### config.mk
export PLATFORM = sky130hd
export DESIGN_NAME = set_assoc_cache_ctrl
export DESIGN_NICKNAME = d
export VERILOG_FILES = /design/src/rtl/set_assoc_cache_ctrl.sv
export SDC_FILE = /design/constraint.sdc
export NUM_CORES = 1
export LEC_CHECK = 0
export BUFFER_PORTS_ARGS = -buffer_cell sky130_fd_sc_hd__buf_2
export CELL_PAD_IN_SITES_DETAIL_PLACEMENT = 2
export CELL_PAD_IN_SITES_GLOBAL_PLACEMENT = 2
export CORE_ASPECT_RATIO = 1.4
export CORE_MARGIN = 3
export CORE_UTILIZATION = 40
export DETAILED_ROUTE_END_ITERATION = 16
export HOLD_SLACK_MARGIN = 0.06
export PLACE_DENSITY_LB_ADDON = 0.15
export SLEW_MARGIN = 30
export SYNTH_ARGS = -nofsm -noshare
export SYNTH_HDL_FRONTEND = slang
export SYNTH_SLANG_ARGS = --single-unit
### constraint.sdc
create_clock -name clock -period 3.1 [get_ports clock]
set_input_delay 0.31 -clock clock [delete_from_list [all_inputs] [get_ports clock]]
set_output_delay 0.31 -clock clock [all_outputs]
set_load 0.03 [all_outputs]
### src/rtl/set_assoc_cache_ctrl.sv
// Set-associative cache controller: tag/valid storage, tree-PLRU replacement,
// write-through / no-write-allocate policy with a read-miss refill sequence.
//
// Optional build macro: CACHE_PERF_CNT_EN adds saturating hit/miss counters.
//
// Ports:
//   clock, reset       rising-edge clock, async active-high reset
//   flush              invalidate all lines (deferred until idle if busy)
//   rd, wr, index, tag processor request (rd&wr is treated as a write)
//   ready              memory completion for WR_MEM / RD_MEM
//   loctn              data-array line address {set, way}
//   refill, update     data-array fill / write strobes
//   read_from_mem      memory read request
//   write_to_mem       memory write request
//   stall              processor stall
//   hit, miss          one-cycle lookup result pulses
//   hit_count, miss_count  (CACHE_PERF_CNT_EN only) saturating counters
module set_assoc_cache_ctrl #(
  parameter int unsigned INDEX_BITS = 2,
  parameter int unsigned WAY_BITS   = 2,
  parameter int unsigned TAG_BITS   = 6
) (
  input  logic                         clock,
  input  logic                         reset,
  input  logic                         flush,
  input  logic                         rd,
  input  logic                         wr,
  input  logic [INDEX_BITS-1:0]        index,
  input  logic [TAG_BITS-1:0]          tag,
  input  logic                         ready,
  output logic [INDEX_BITS+WAY_BITS-1:0] loctn,
  output logic                         refill,
  output logic                         update,
  output logic                         read_from_mem,
  output logic                         write_to_mem,
  output logic                         stall,
  output logic                         hit,
`ifdef CACHE_PERF_CNT_EN
  output logic [31:0]                  hit_count,
  output logic [31:0]                  miss_count,
`endif
  output logic                         miss
);

  localparam int unsigned SETS     = 2**INDEX_BITS;
  localparam int unsigned WAYS     = 2**WAY_BITS;
  localparam int unsigned LOC_BITS = INDEX_BITS + WAY_BITS;

  typedef enum logic [2:0] {IDLE, LOOKUP, WR_MEM, RD_MEM, REFILL, DONE} state_t;

  state_t                                      state_q, state_d;
  logic [SETS-1:0][WAYS-1:0]                   valid_q, valid_d;
  logic [SETS-1:0][WAYS-2:0]                   plru_q, plru_d;
  logic [SETS-1:0][WAYS-1:0][TAG_BITS-1:0]     tag_q;
  logic [INDEX_BITS-1:0]                       req_idx_q, req_idx_d;
  logic [TAG_BITS-1:0]                         req_tag_q, req_tag_d;
  logic                                        req_wr_q, req_wr_d;
  logic [WAY_BITS-1:0]                         victim_q, victim_d;
  logic                                        flush_pend_q, flush_pend_d;
  logic                                        tag_we;
  logic                                        flush_apply;

  logic [LOC_BITS-1:0] loctn_d;
  logic refill_d, update_d, read_from_mem_d, write_to_mem_d, stall_d, hit_d, miss_d;

  logic                lk_hit, inv_found;
  logic [WAY_BITS-1:0] lk_way, inv_way, vict_way;

  // Walk the tree from the root: 0 selects the lower half, 1 the upper half.
  function automatic logic [WAY_BITS-1:0] plru_pick(input logic [WAYS-2:0] t);
    logic [WAY_BITS-1:0] w;
    logic                b;
    int                  node;
    w    = '0;
    node = 0;
    for (int l = 0; l < int'(WAY_BITS); l++) begin
      b = 1'b0;
      for (int n = 0; n < int'(WAYS) - 1; n++)
        if (n == node) b = t[n];
      w    = WAY_BITS'({w, b});
      node = 2 * node + (b ? 2 : 1);
    end
    return w;
  endfunction

  // Point every node on the accessed way's path away from that way.
  function automatic logic [WAYS-2:0] plru_touch(input logic [WAYS-2:0] t,
                                                 input logic [WAY_BITS-1:0] w);
    logic [WAYS-2:0]     r;
    logic [WAY_BITS-1:0] ws;
    logic                b;
    int                  node;
    r    = t;
    ws   = w;
    node = 0;
    for (int l = 0; l < int'(WAY_BITS); l++) begin
      b = ws[WAY_BITS-1];
      for (int n = 0; n < int'(WAYS) - 1; n++)
        if (n == node) r[n] = ~b;
      ws   = ws << 1;
      node = 2 * node + (b ? 2 : 1);
    end
    return r;
  endfunction

  // Parallel tag compare and invalid-way search; lowest way wins in both.
  always_comb begin
    lk_hit    = 1'b0;
    lk_way    = '0;
    inv_found = 1'b0;
    inv_way   = '0;
    for (int w = int'(WAYS) - 1; w >= 0; w--) begin
      if (valid_q[req_idx_q][w] && (tag_q[req_idx_q][w] == req_tag_q)) begin
        lk_hit = 1'b1;
        lk_way = WAY_BITS'(w);
      end
      if (!valid_q[req_idx_q][w]) begin
        inv_found = 1'b1;
        inv_way   = WAY_BITS'(w);
      end
    end
    vict_way = inv_found ? inv_way : plru_pick(plru_q[req_idx_q]);
  end

  assign flush_apply = (state_q == IDLE) && (flush || flush_pend_q);

  // Next-state and registered-output logic.
  always_comb begin
    state_d         = state_q;
    valid_d         = valid_q;
    plru_d          = plru_q;
    req_idx_d       = req_idx_q;
    req_tag_d       = req_tag_q;
    req_wr_d        = req_wr_q;
    victim_d        = victim_q;
    flush_pend_d    = flush_pend_q | flush;
    tag_we          = 1'b0;
    loctn_d         = loctn;
    refill_d        = 1'b0;
    update_d        = 1'b0;
    hit_d           = 1'b0;
    miss_d          = 1'b0;
    read_from_mem_d = read_from_mem;
    write_to_mem_d  = write_to_mem;
    stall_d         = stall;

    unique case (state_q)
      IDLE: begin
        if (flush_apply) begin
          valid_d      = '0;
          plru_d       = '0;
          flush_pend_d = 1'b0;
        end else if (rd || wr) begin
          req_idx_d = index;
          req_tag_d = tag;
          req_wr_d  = wr;
          state_d   = LOOKUP;
        end
      end
      LOOKUP: begin
        if (lk_hit) begin
          hit_d              = 1'b1;
          loctn_d            = {req_idx_q, lk_way};
          plru_d[req_idx_q]  = plru_touch(plru_q[req_idx_q], lk_way);
          if (req_wr_q) begin
            update_d       = 1'b1;
            stall_d        = 1'b1;
            write_to_mem_d = 1'b1;
            state_d        = WR_MEM;
          end else begin
            state_d        = DONE;
          end
        end else begin
          miss_d  = 1'b1;
          stall_d = 1'b1;
          if (req_wr_q) begin
            write_to_mem_d  = 1'b1;
            state_d         = WR_MEM;
          end else begin
            victim_d        = vict_way;
            loctn_d         = {req_idx_q, vict_way};
            read_from_mem_d = 1'b1;
            state_d         = RD_MEM;
          end
        end
      end
      WR_MEM: begin
        if (ready) begin
          write_to_mem_d = 1'b0;
          stall_d        = 1'b0;
          state_d        = DONE;
        end
      end
      RD_MEM: begin
        if (ready) begin
          read_from_mem_d = 1'b0;
          refill_d        = 1'b1;
          state_d         = REFILL;
        end
      end
      REFILL: begin
        tag_we                       = 1'b1;
        valid_d[req_idx_q][victim_q] = 1'b1;
        plru_d[req_idx_q]            = plru_touch(plru_q[req_idx_q], victim_q);
        stall_d                      = 1'b0;
        state_d                      = DONE;
      end
      DONE: begin
        if (!rd && !wr) state_d = IDLE;
      end
      default: state_d = IDLE;
    endcase
  end

  // State, control and output registers.
  always_ff @(posedge clock or posedge reset) begin
    if (reset) begin
      state_q       <= IDLE;
      valid_q       <= '0;
      plru_q        <= '0;
      req_idx_q     <= '0;
      req_tag_q     <= '0;
      req_wr_q      <= 1'b0;
      victim_q      <= '0;
      flush_pend_q  <= 1'b0;
      loctn         <= '0;
      refill        <= 1'b0;
      update        <= 1'b0;
      read_from_mem <= 1'b0;
      write_to_mem  <= 1'b0;
      stall         <= 1'b0;
      hit           <= 1'b0;
      miss          <= 1'b0;
    end else begin
      state_q       <= state_d;
      valid_q       <= valid_d;
      plru_q        <= plru_d;
      req_idx_q     <= req_idx_d;
      req_tag_q     <= req_tag_d;
      req_wr_q      <= req_wr_d;
      victim_q      <= victim_d;
      flush_pend_q  <= flush_pend_d;
      loctn         <= loctn_d;
      refill        <= refill_d;
      update        <= update_d;
      read_from_mem <= read_from_mem_d;
      write_to_mem  <= write_to_mem_d;
      stall         <= stall_d;
      hit           <= hit_d;
      miss          <= miss_d;
    end
  end

  // Tag array has no reset; validity is tracked by valid_q.
  always_ff @(posedge clock) begin
    if (tag_we) tag_q[req_idx_q][victim_q] <= req_tag_q;
  end

`ifdef CACHE_PERF_CNT_EN
  // Saturating event counters, cleared whenever a flush takes effect.
  always_ff @(posedge clock or posedge reset) begin
    if (reset) begin
      hit_count  <= '0;
      miss_count <= '0;
    end else if (flush_apply) begin
      hit_count  <= '0;
      miss_count <= '0;
    end else begin
      if (hit_d && (hit_count != '1))   hit_count  <= hit_count + 32'd1;
      if (miss_d && (miss_count != '1)) miss_count <= miss_count + 32'd1;
    end
  end
`endif

endmodule

**Word level (Yosys, flattened, before mapping)**

Index checks and enable logic that the tools add are counted.
W data, S select, Z words.

- Flip-flop bits (word level): 150
- Word-level logic and storage cells: 201
- Input port bits: 14
- Output and inout bits: 11

- Reductions and logical operators: 30
- Equal/unequal tests: 27
- Mux-type cells: 93
- Order comparisons: 4
- Bitwise logic cells: 9

Operators with widths:

| cell | count |
|---|---|
| $bwmux W96 | 1 |
| $logic_not A32 Y1 | 3 |
| $bmux W24 S2 | 1 |
| $demux W24 S2 | 1 |
| $mux W24 | 2 |
| $mux W1 | 45 |
| $pmux W12 S3 | 1 |
| $pmux W16 S2 | 1 |
| $mux W3 | 9 |
| $bwmux W12 | 2 |
| $eq A6 B6 Y1 | 4 |
| $mux W12 | 2 |
| $mux W2 | 12 |
| $ne A2 B2 Y1 const B | 9 |
| $pmux W3 S6 | 1 |
| $mux W16 | 1 |
| $mux W4 | 4 |
| $or A16 B16 Y16 | 1 |
| $reduce_and A3 Y1 | 5 |
| $demux W6 S2 | 1 |
| $bmux W4 S2 | 1 |
| $demux W4 S2 | 1 |
| $logic_and A1 B1 Y1 | 8 |
| $not A1 Y1 | 7 |
| 24 further kinds | 40 |

**Logic depth before layout (Yosys ltp)**

Gate-level depths: netlist of run 1.

- Depth in word-level cells: 16
- Gate-level depth with buffers: 14
- Gate-level depth less buffers: 11

**Worst setup path before layout of run 1**

OpenSTA, ideal clock, no wires.

- Path kind: register to register
- From: register req_idx_q[1]
- To: register plru_q[11] (netlist bit)
- Data required time: 2.966 ns
- Arrival: 2.796 ns
- Path slack: 0.170 ns
- Clock period less this slack: 2.930 ns
- Buffers on the path: 2
- Stages on the path, launching flop included: 14
- Library setup time: 0.134 ns
- Cell sequence: dfrtp_1 buf_4 clkbuf_1 mux4_2 xnor2_1 nand4_1 nor4_1 a21oi_1 and2_4 nand2_4 inv_4 or2_4 o41ai_1 o21ai_1

- Word-level cells in the longest chain between the ends: 16
- Elaborated cells on any way between the ends: 41
- Classes of those cells: 2 x order compare; 6 x eq/ne; 26 x mux; 1 x bitwise; 6 x reduce/logical

RTL lines:

| element | RTL line | text |
|---|---|---|
| start, declared | 55 | `logic [INDEX_BITS-1:0] req_idx_q, req_idx_d;` |
| start signal, assigned | 238 | `req_idx_q <= req_idx_d;` |
| $bmux W24 S2 | 113 | `if (valid_q[req_idx_q][w] && (tag_q[req_idx_q][w] == req_tag_q)) begin` |
| $mux W24 (implied by the code) | 113 |  |
| $eq A6 B6 Y1 | 113 |  |
| $logic_and A1 B1 Y1 | 113 |  |
| $mux W2 (4 in a row) | 113 |  |
| $mux W2 | 101 | `node = 2 * node + (b ? 2 : 1);` |
| $eq A2 B2 Y1 | 99 | `if (n == node) r[n] = ~b;` |
| $mux W1 | 99 |  |
| $mux W1 | 161 | `if (lk_hit) begin` |
| $mux W1 | 147 | `unique case (state_q)` |
| $bwmux W12 | 164 | `plru_d[req_idx_q] = plru_touch(plru_q[req_idx_q], lk_way);` |
| $mux W12 | 161 |  |
| $pmux W12 S3 | 147 |  |
| end signal, assigned | 237 | `plru_q <= plru_d;` |
| end, declared | 53 | `logic [SETS-1:0][WAYS-2:0] plru_q, plru_d;` |

Several ways; a longest one is shown, not always the timed one. The select of a mux whose other input is x is not followed.
A chain may end at the register's enable or synchronous reset.

**Final worst setup path of run 1**

- From: register req_idx_q[0]
- To: register plru_q[2] (netlist bit)

Same word-level chain as after synthesis.

==> flow_summary.yaml, run 1 <==
sta:
  tightest_slew_ns: 0.722
  slew-limit-headroom_pct: 51.8
  finalCritPeriodShare_pct: 98.9
  period_needed_ns: 3.07
  final_hold_viol_count: 0
  finalSetupViolCount: 0
  maxSlewViolCount: 0
  finClkSkew_ns: 0.00794
  grt_setup_unrepaired: "true"
  finalSetupTns_ns: 0
  fmax_mhz: 326
synthesis:
  synthAdderAreaFrac_pct: 0
  syn-cell-area_um2: 6550
  synth_area_leaders: "edfxtp_1 44%, dfrtp_1 21%, mux4_2 7.6%"
  synth_top_area_cell: "edfxtp_1"
  synth_ff_type: "edfxtp_1"
  yosys_warnings: 0
  synth_xor_area_share_pct: 3.34
  synthSimpleGateAreaFrac_pct: 6.88
  syn_inst: 451
  synth_commonest_cells: "96 x edfxtp_1, 54 x dfrtp_1, 38 x nor2_1"
  async_reset_ff_share_pct: 36.0
  ys_ff_latch: 150
  synth_top_area_share_pct: 44.0
  synth.distinct_cells: 49
  seq_area_frac_synth_pct: 64.7
  synth.most_common_cell: "edfxtp_1"
  synthMuxAreaShare_pct: 13.6
  synth_top_family_by_area: "multiplexers"
  synth_compound_area_share_pct: 9.08
  syn-num-nets: 465
  syn_area_per_cell_um2: 14.5
  synth_edf_count: 96
pwr:
  power_leakage_nw: 3.06
  powerDensity_nw_per_um2: 1020
  peakVddDrop_mv: 0.547
job:
  maxCapViolCount: 0
cells_and_area:
  multi_input_area_um2: 2290
  fill_cells: 1493
  seqCellArea_um2: 4240
  nNetsFinal: 540
  diodes: 0
  stdcell_area_um2: 8050
  finalCoreUtilization_pct: 50.9
  layout-drive-gt1-share_pct: 32.7
  synthToLayoutAreaGrowth_pct: 23.0
floorplan:
  coreArea_um2: 15800
  rows: 54
  io-pin-count: 25
  start_util_pct: 41.4
  dieWidth_um: 114
  die_area_um2: 18000
  die_h_um: 157
worst_setup_path:
  startpoint: "req_idx_q[0]"
  startpoint_type: "flip-flop"
  cp_data_arrival_time_ns: 3.36
  worst_setup_path_end_kind: "flip-flop"
  cp.required_ns: 3.39
  reg2reg_from: "req_idx_q[0]"
  crit_fanout: 8
  crit_type: "reg2reg"
clock_network:
  cts_root_buffer: "clkbuf_16"
  cts_buffers: 17
  cts_buffer_depth: 2
  clk_pin_slew_ns: 0.06
  cts_tree: "yes"
  clk-insertion-delay-late_ns: 0.42
  clock_sinks: 150
  cts_htree_levels: 4
worst_hold_path:
  min_from: "ready"
  min_path_type: "in2reg"
placed_design:
  gp_congestion: 0.819
  place_area_um2: 7200
  numPortBuffers: 24
  dp_hpwl_mm: 12.2
detailed_routing:
  drt_pass1_iterations: 4
  drt-initial-drc-count: 217
  drc: 0
  totalWireLength_mm: 17.8
  routedWlPerCell_um: 24.2
  ant_nets: 0
  avgViaCountPerCell: 5.63
  via_count: 4138
grt:
  grt_pass1_wl_mm: 28.4
  grt_pass1_vias: 4822
  grt_usage_pct: 21.3
  grt_max_degree: 31
  antenna_found_initial: 0
  grt_overflow_total: 0
run_status:
  status: "finished clean"
[per-stage QoR]
stage	hold slack, ns	total power (W)	worst slack (ns)	std cells
after floorplan	0.417	0.00470	0.170	451
after global placement	0.401	0.00561	-0.224	697
after detailed placement	0.416	0.00574	-0.250	697
after CTS	0.0986	0.00824	0.0155	735
after global routing	0.104	0.00870	-0.117	735
final	0.115	0.00824	0.0329	735
[registers in the layout, summed over array words and instances, names as in the netlist, 2 cells and up]
register,count
victim_q,2
state_q,3
loctn,4
req_tag_q,6
req_idx_q,2
valid_q,16
tag_q,96
plru_q,12
[per-layer routing]
| metal | GRT usage (%) | wire [um] | vias to the layer above |
|---|---|---|---|
| li1 | - | - | 1854 |
| met1 | 24.6 | 7110 | 2195 |
| met2 | 39.1 | 9840 | 65 |
| met3 | 4.69 | 501 | 24 |
| met4 | 6.85 | 319 | 0 |
| met5 | 0 | 0 | - |
[placed cells by master (no fill, tap or decap), drive strengths merged, types with 6 or more instances in the layout]
cell type,count
edfxtp,96
buf,79
dfrtp,54
nor2,39
mux4,24
nand2,22
a21oi,22
o21ai,22
clkbuf,20
o21a,16
mux2i,16
mux2,16
xor2,13
xnor2,12
inv,12
nor3,9
a31oi,6
[cell families after synthesis]
group	count (synthesis)
DFF	150
and+or+nand+nor	94
AOI/OAI and AO/OA	92
muxes	56
buffers and inverters	34
xor gates and xnor gates	25
[cell type report]
cell class	instances	share of cell area, %
timing repair buffer	80	7.29
tap	196	3.05
clock buffer	20	5.67
multi-input combinational	267	28.4
clock inverter	12	2.46
sequential	150	52.6
inverter	10	0.497
[final timing paths]
kind,end,cells after the start,slack (ns)
setup reg to reg,plru_q[2],14,0.03
min in group asynchronous,victim_q[0],3,0.50
hold / removal,state_q[0],2,0.12
max in group asynchronous,plru_q[0],4,1.76
setup / recovery,plru_q[2],14,0.03
hold reg to reg,valid_q[9],1,0.49
[worst max-delay path, cell delays in order (launching register included)]
cell and delay (ns):
dfrtp_2 0.48, buf_12 0.17, buf_4 0.13, buf_4 0.16, mux4_2 0.35, inv_1 0.07, a211oi_1 0.31, o21ai_2 0.15
o21ba_4 0.22, and2_4 0.15, nand2_4 0.07, inv_4 0.04, or2_4 0.27, o41ai_4 0.22, o21ai_1 0.12
[repair_timing]
action / CTS / global route
resized for setup: 14 / 20
hold buffers: 1 / 0
setup endpoints to repair: 19 / 20
pin swaps: 6 / 2
buffers inserted: 5 / 0
hold endpoints to repair: 24 / 0
[power by group]
group | switching [W] | total (W) | internal (W)
registers | 0.000401 | 0.00297 | 0.00257
clock network | 0.000831 | 0.00230 | 0.00147
logic | 0.00165 | 0.00296 | 0.00131
(Power assumes the default switching activity.)
==> run 2: changes to the inputs <==
CORE_UTILIZATION = 25   (was 40)
==> run 2 against run 1 <==
Compared with the run above: clock-buffer cell count grew 2; die area grew 57%; power fell by 0.60%; critical path type unchanged.
==> flow_summary.yaml, run 2 (synthesized netlist as in run 1, its figures left out) <==
clock_network:
  cts_root_buffer: "clkbuf_16"
  cts_buffer_depth: 2
  cts_tree: "yes"
  clock_sinks: 150
  clk_pin_slew_ns: 0.06
  clk-insertion-delay-late_ns: 0.42
  cts_buffers: 17
  cts_htree_levels: 4
worst_setup_path:
  path_cells: "buf_8, buf_6, buf_6, mux4_2, xor2_1, nor4_2, buf_4, a21oi_2, and2_4, nand2_4, inv_4, or2_4, buf_12, o41ai_4, o21ai_1"
  endpoint: "plru_q[11]"
  startpoint_type: "flip-flop"
  rrSetupSlack_ns: 0.1
  path_common_cell: "buf_6"
  reg2reg_from: "req_idx_q[0]"
  startpoint: "req_idx_q[0]"
  r2r_end: "plru_q[11]"
  crit_type: "reg2reg"
  slowest_stage: "dfrtp_2"
  cp_data_arrival_time_ns: 3.30
  worst_setup_path_end_kind: "flip-flop"
  critical-path-max-stage-delay_ns: 0.43
  r2r_cells: 15
  crit_fanout: 4
  cp.required_ns: 3.40
sta:
  slew-limit-headroom_pct: 51.7
  period_needed_ns: 3.00
  grt_setup_unrepaired: "true"
  final_hold_viol_count: 0
  finalCritPeriodShare_pct: 96.9
  maxSlewViolCount: 0
  finClkSkew_ns: 0.00953
  fmax_mhz: 333
  tightest_slew_ns: 0.723
  finalSetupViolCount: 0
cells_and_area:
  synthToLayoutAreaGrowth_pct: 26.6
  layout_commonest_cell: "edfxtp_1"
  layout_common_cells: "96 x edfxtp_1, 55 x buf_4, 53 x dfrtp_1"
  largest_register_ffs: 96
  diodes: 0
  fill_cells: 2634
  stdcell_area_um2: 8290
  reg.largest.list: "tag_q (96), valid_q (16), plru_q (12)"
  nNetsFinal: 552
  layout-drive-gt1-share_pct: 34.5
  regMostFlops: "tag_q"
detailed_routing:
  totalWireLength_mm: 18.4
  drc: 0
  avgViaCountPerCell: 4.76
  drt-initial-drc-count: 137
  routedWlPerCell_um: 21.2
  ant_nets: 0
  via_count: 4138
  drt_pass1_iterations: 4
floorplan:
  start_util_pct: 25.6
  dieWidth_um: 143
  rows: 69
  die_h_um: 197
  io-pin-count: 25
  die_area_um2: 28200
  coreArea_um2: 25600
placed_design:
  numPortBuffers: 24
  gp_congestion: 0.720
  place_area_um2: 7390
  dp_hpwl_mm: 12.9
grt:
  grt_pass1_wl_mm: 29.4
  grt_max_degree: 42
  grt_overflow_total: 0
  grt_pass1_vias: 4732
  grt_usage_pct: 14.0
  antenna_found_initial: 0
job:
  maxCapViolCount: 0
pwr:
  peakVddDrop_mv: 0.323
  power_leakage_nw: 3.10
  powerDensity_nw_per_um2: 988
  total_power_w: 0.00819
run_status:
  status: "finished clean"
worst_hold_path:
  min_path_type: "in2reg"
## run 2: worst max-delay path, delay by kind of cell, from the launching register on
kind | cells | cell delay [ns]
AOI/OAI and AO/OA | 3 | 0.35
buffers and inverters | 6 | 0.72
muxes | 1 | 0.42
and+or+nand+nor | 4 | 0.80
xor gates and xnor gates | 1 | 0.16
DFF | 1 | 0.43
## run 2: power by group
part | switching, W | total [W] | internal [W]
clock | 0.000829 | 0.00194 | 0.00111
sequential | 0.000374 | 0.00294 | 0.00257
combinational | 0.00177 | 0.00330 | 0.00154
total | 0.00297 | 0.00819 | 0.00522
## run 2: per-stage QoR
step	TNS, ns	hold WS [ns]	std cells	setup WS (ns)	utilization, %
after detailed placement	-2.38	0.432	823	-0.282	28.9
after global placement	-1.36	0.456	823	-0.189	28.9
after floorplan	0	0.417	451	0.170	-
after CTS	-0.0752	0.0932	864	-0.0451	31.7
final	0	0.116	870	0.0962	32.4
after global routing	-0.433	0.0862	870	-0.121	32.4
## run 2: cell type report
cell class	instances	area [um2]	area share, %
Tap cell	319	399	4.82
Inverter	10	42.5	0.513
Sequential cell	150	4240	51.1
Clock inverter	10	71.3	0.861
Timing Repair Buffer	92	739	8.92
Multi-Input combinational cell	267	2310	27.9
Clock buffer	22	485	5.86
## run 2: how the worst min path moves through the flow
stage,slack (ns),end,startpoint,depth (start not counted)
floorplan,0.42,state_q[0],ready,1
global placement,0.46,valid_q[1],valid_q[1],1
detailed placement,0.43,req_wr_q,reset,2
CTS,0.09,req_tag_q[0],tag[0],2
global route,0.09,req_tag_q[0],tag[0],2
finish,0.12,req_tag_q[0],tag[0],2
## run 2: what timing repair did
action	CTS	global route
hold buffers	1	0
resized for setup	14	25
setup endpoints to repair	17	17
pin swaps	2	13
hold endpoints to repair	39	0
setup buffers	7	7
cloned	1	1
## run 2: per-layer routing
metal | GRT usage, % | share of wire, % | vias to the layer above
met5 | 0 | 0 | -
met4 | 3.84 | 1.0 | 0
met3 | 2.86 | 1.8 | 9
met2 | 25.5 | 56 | 41
met1 | 16.5 | 41 | 2210
li1 | - | - | 1878
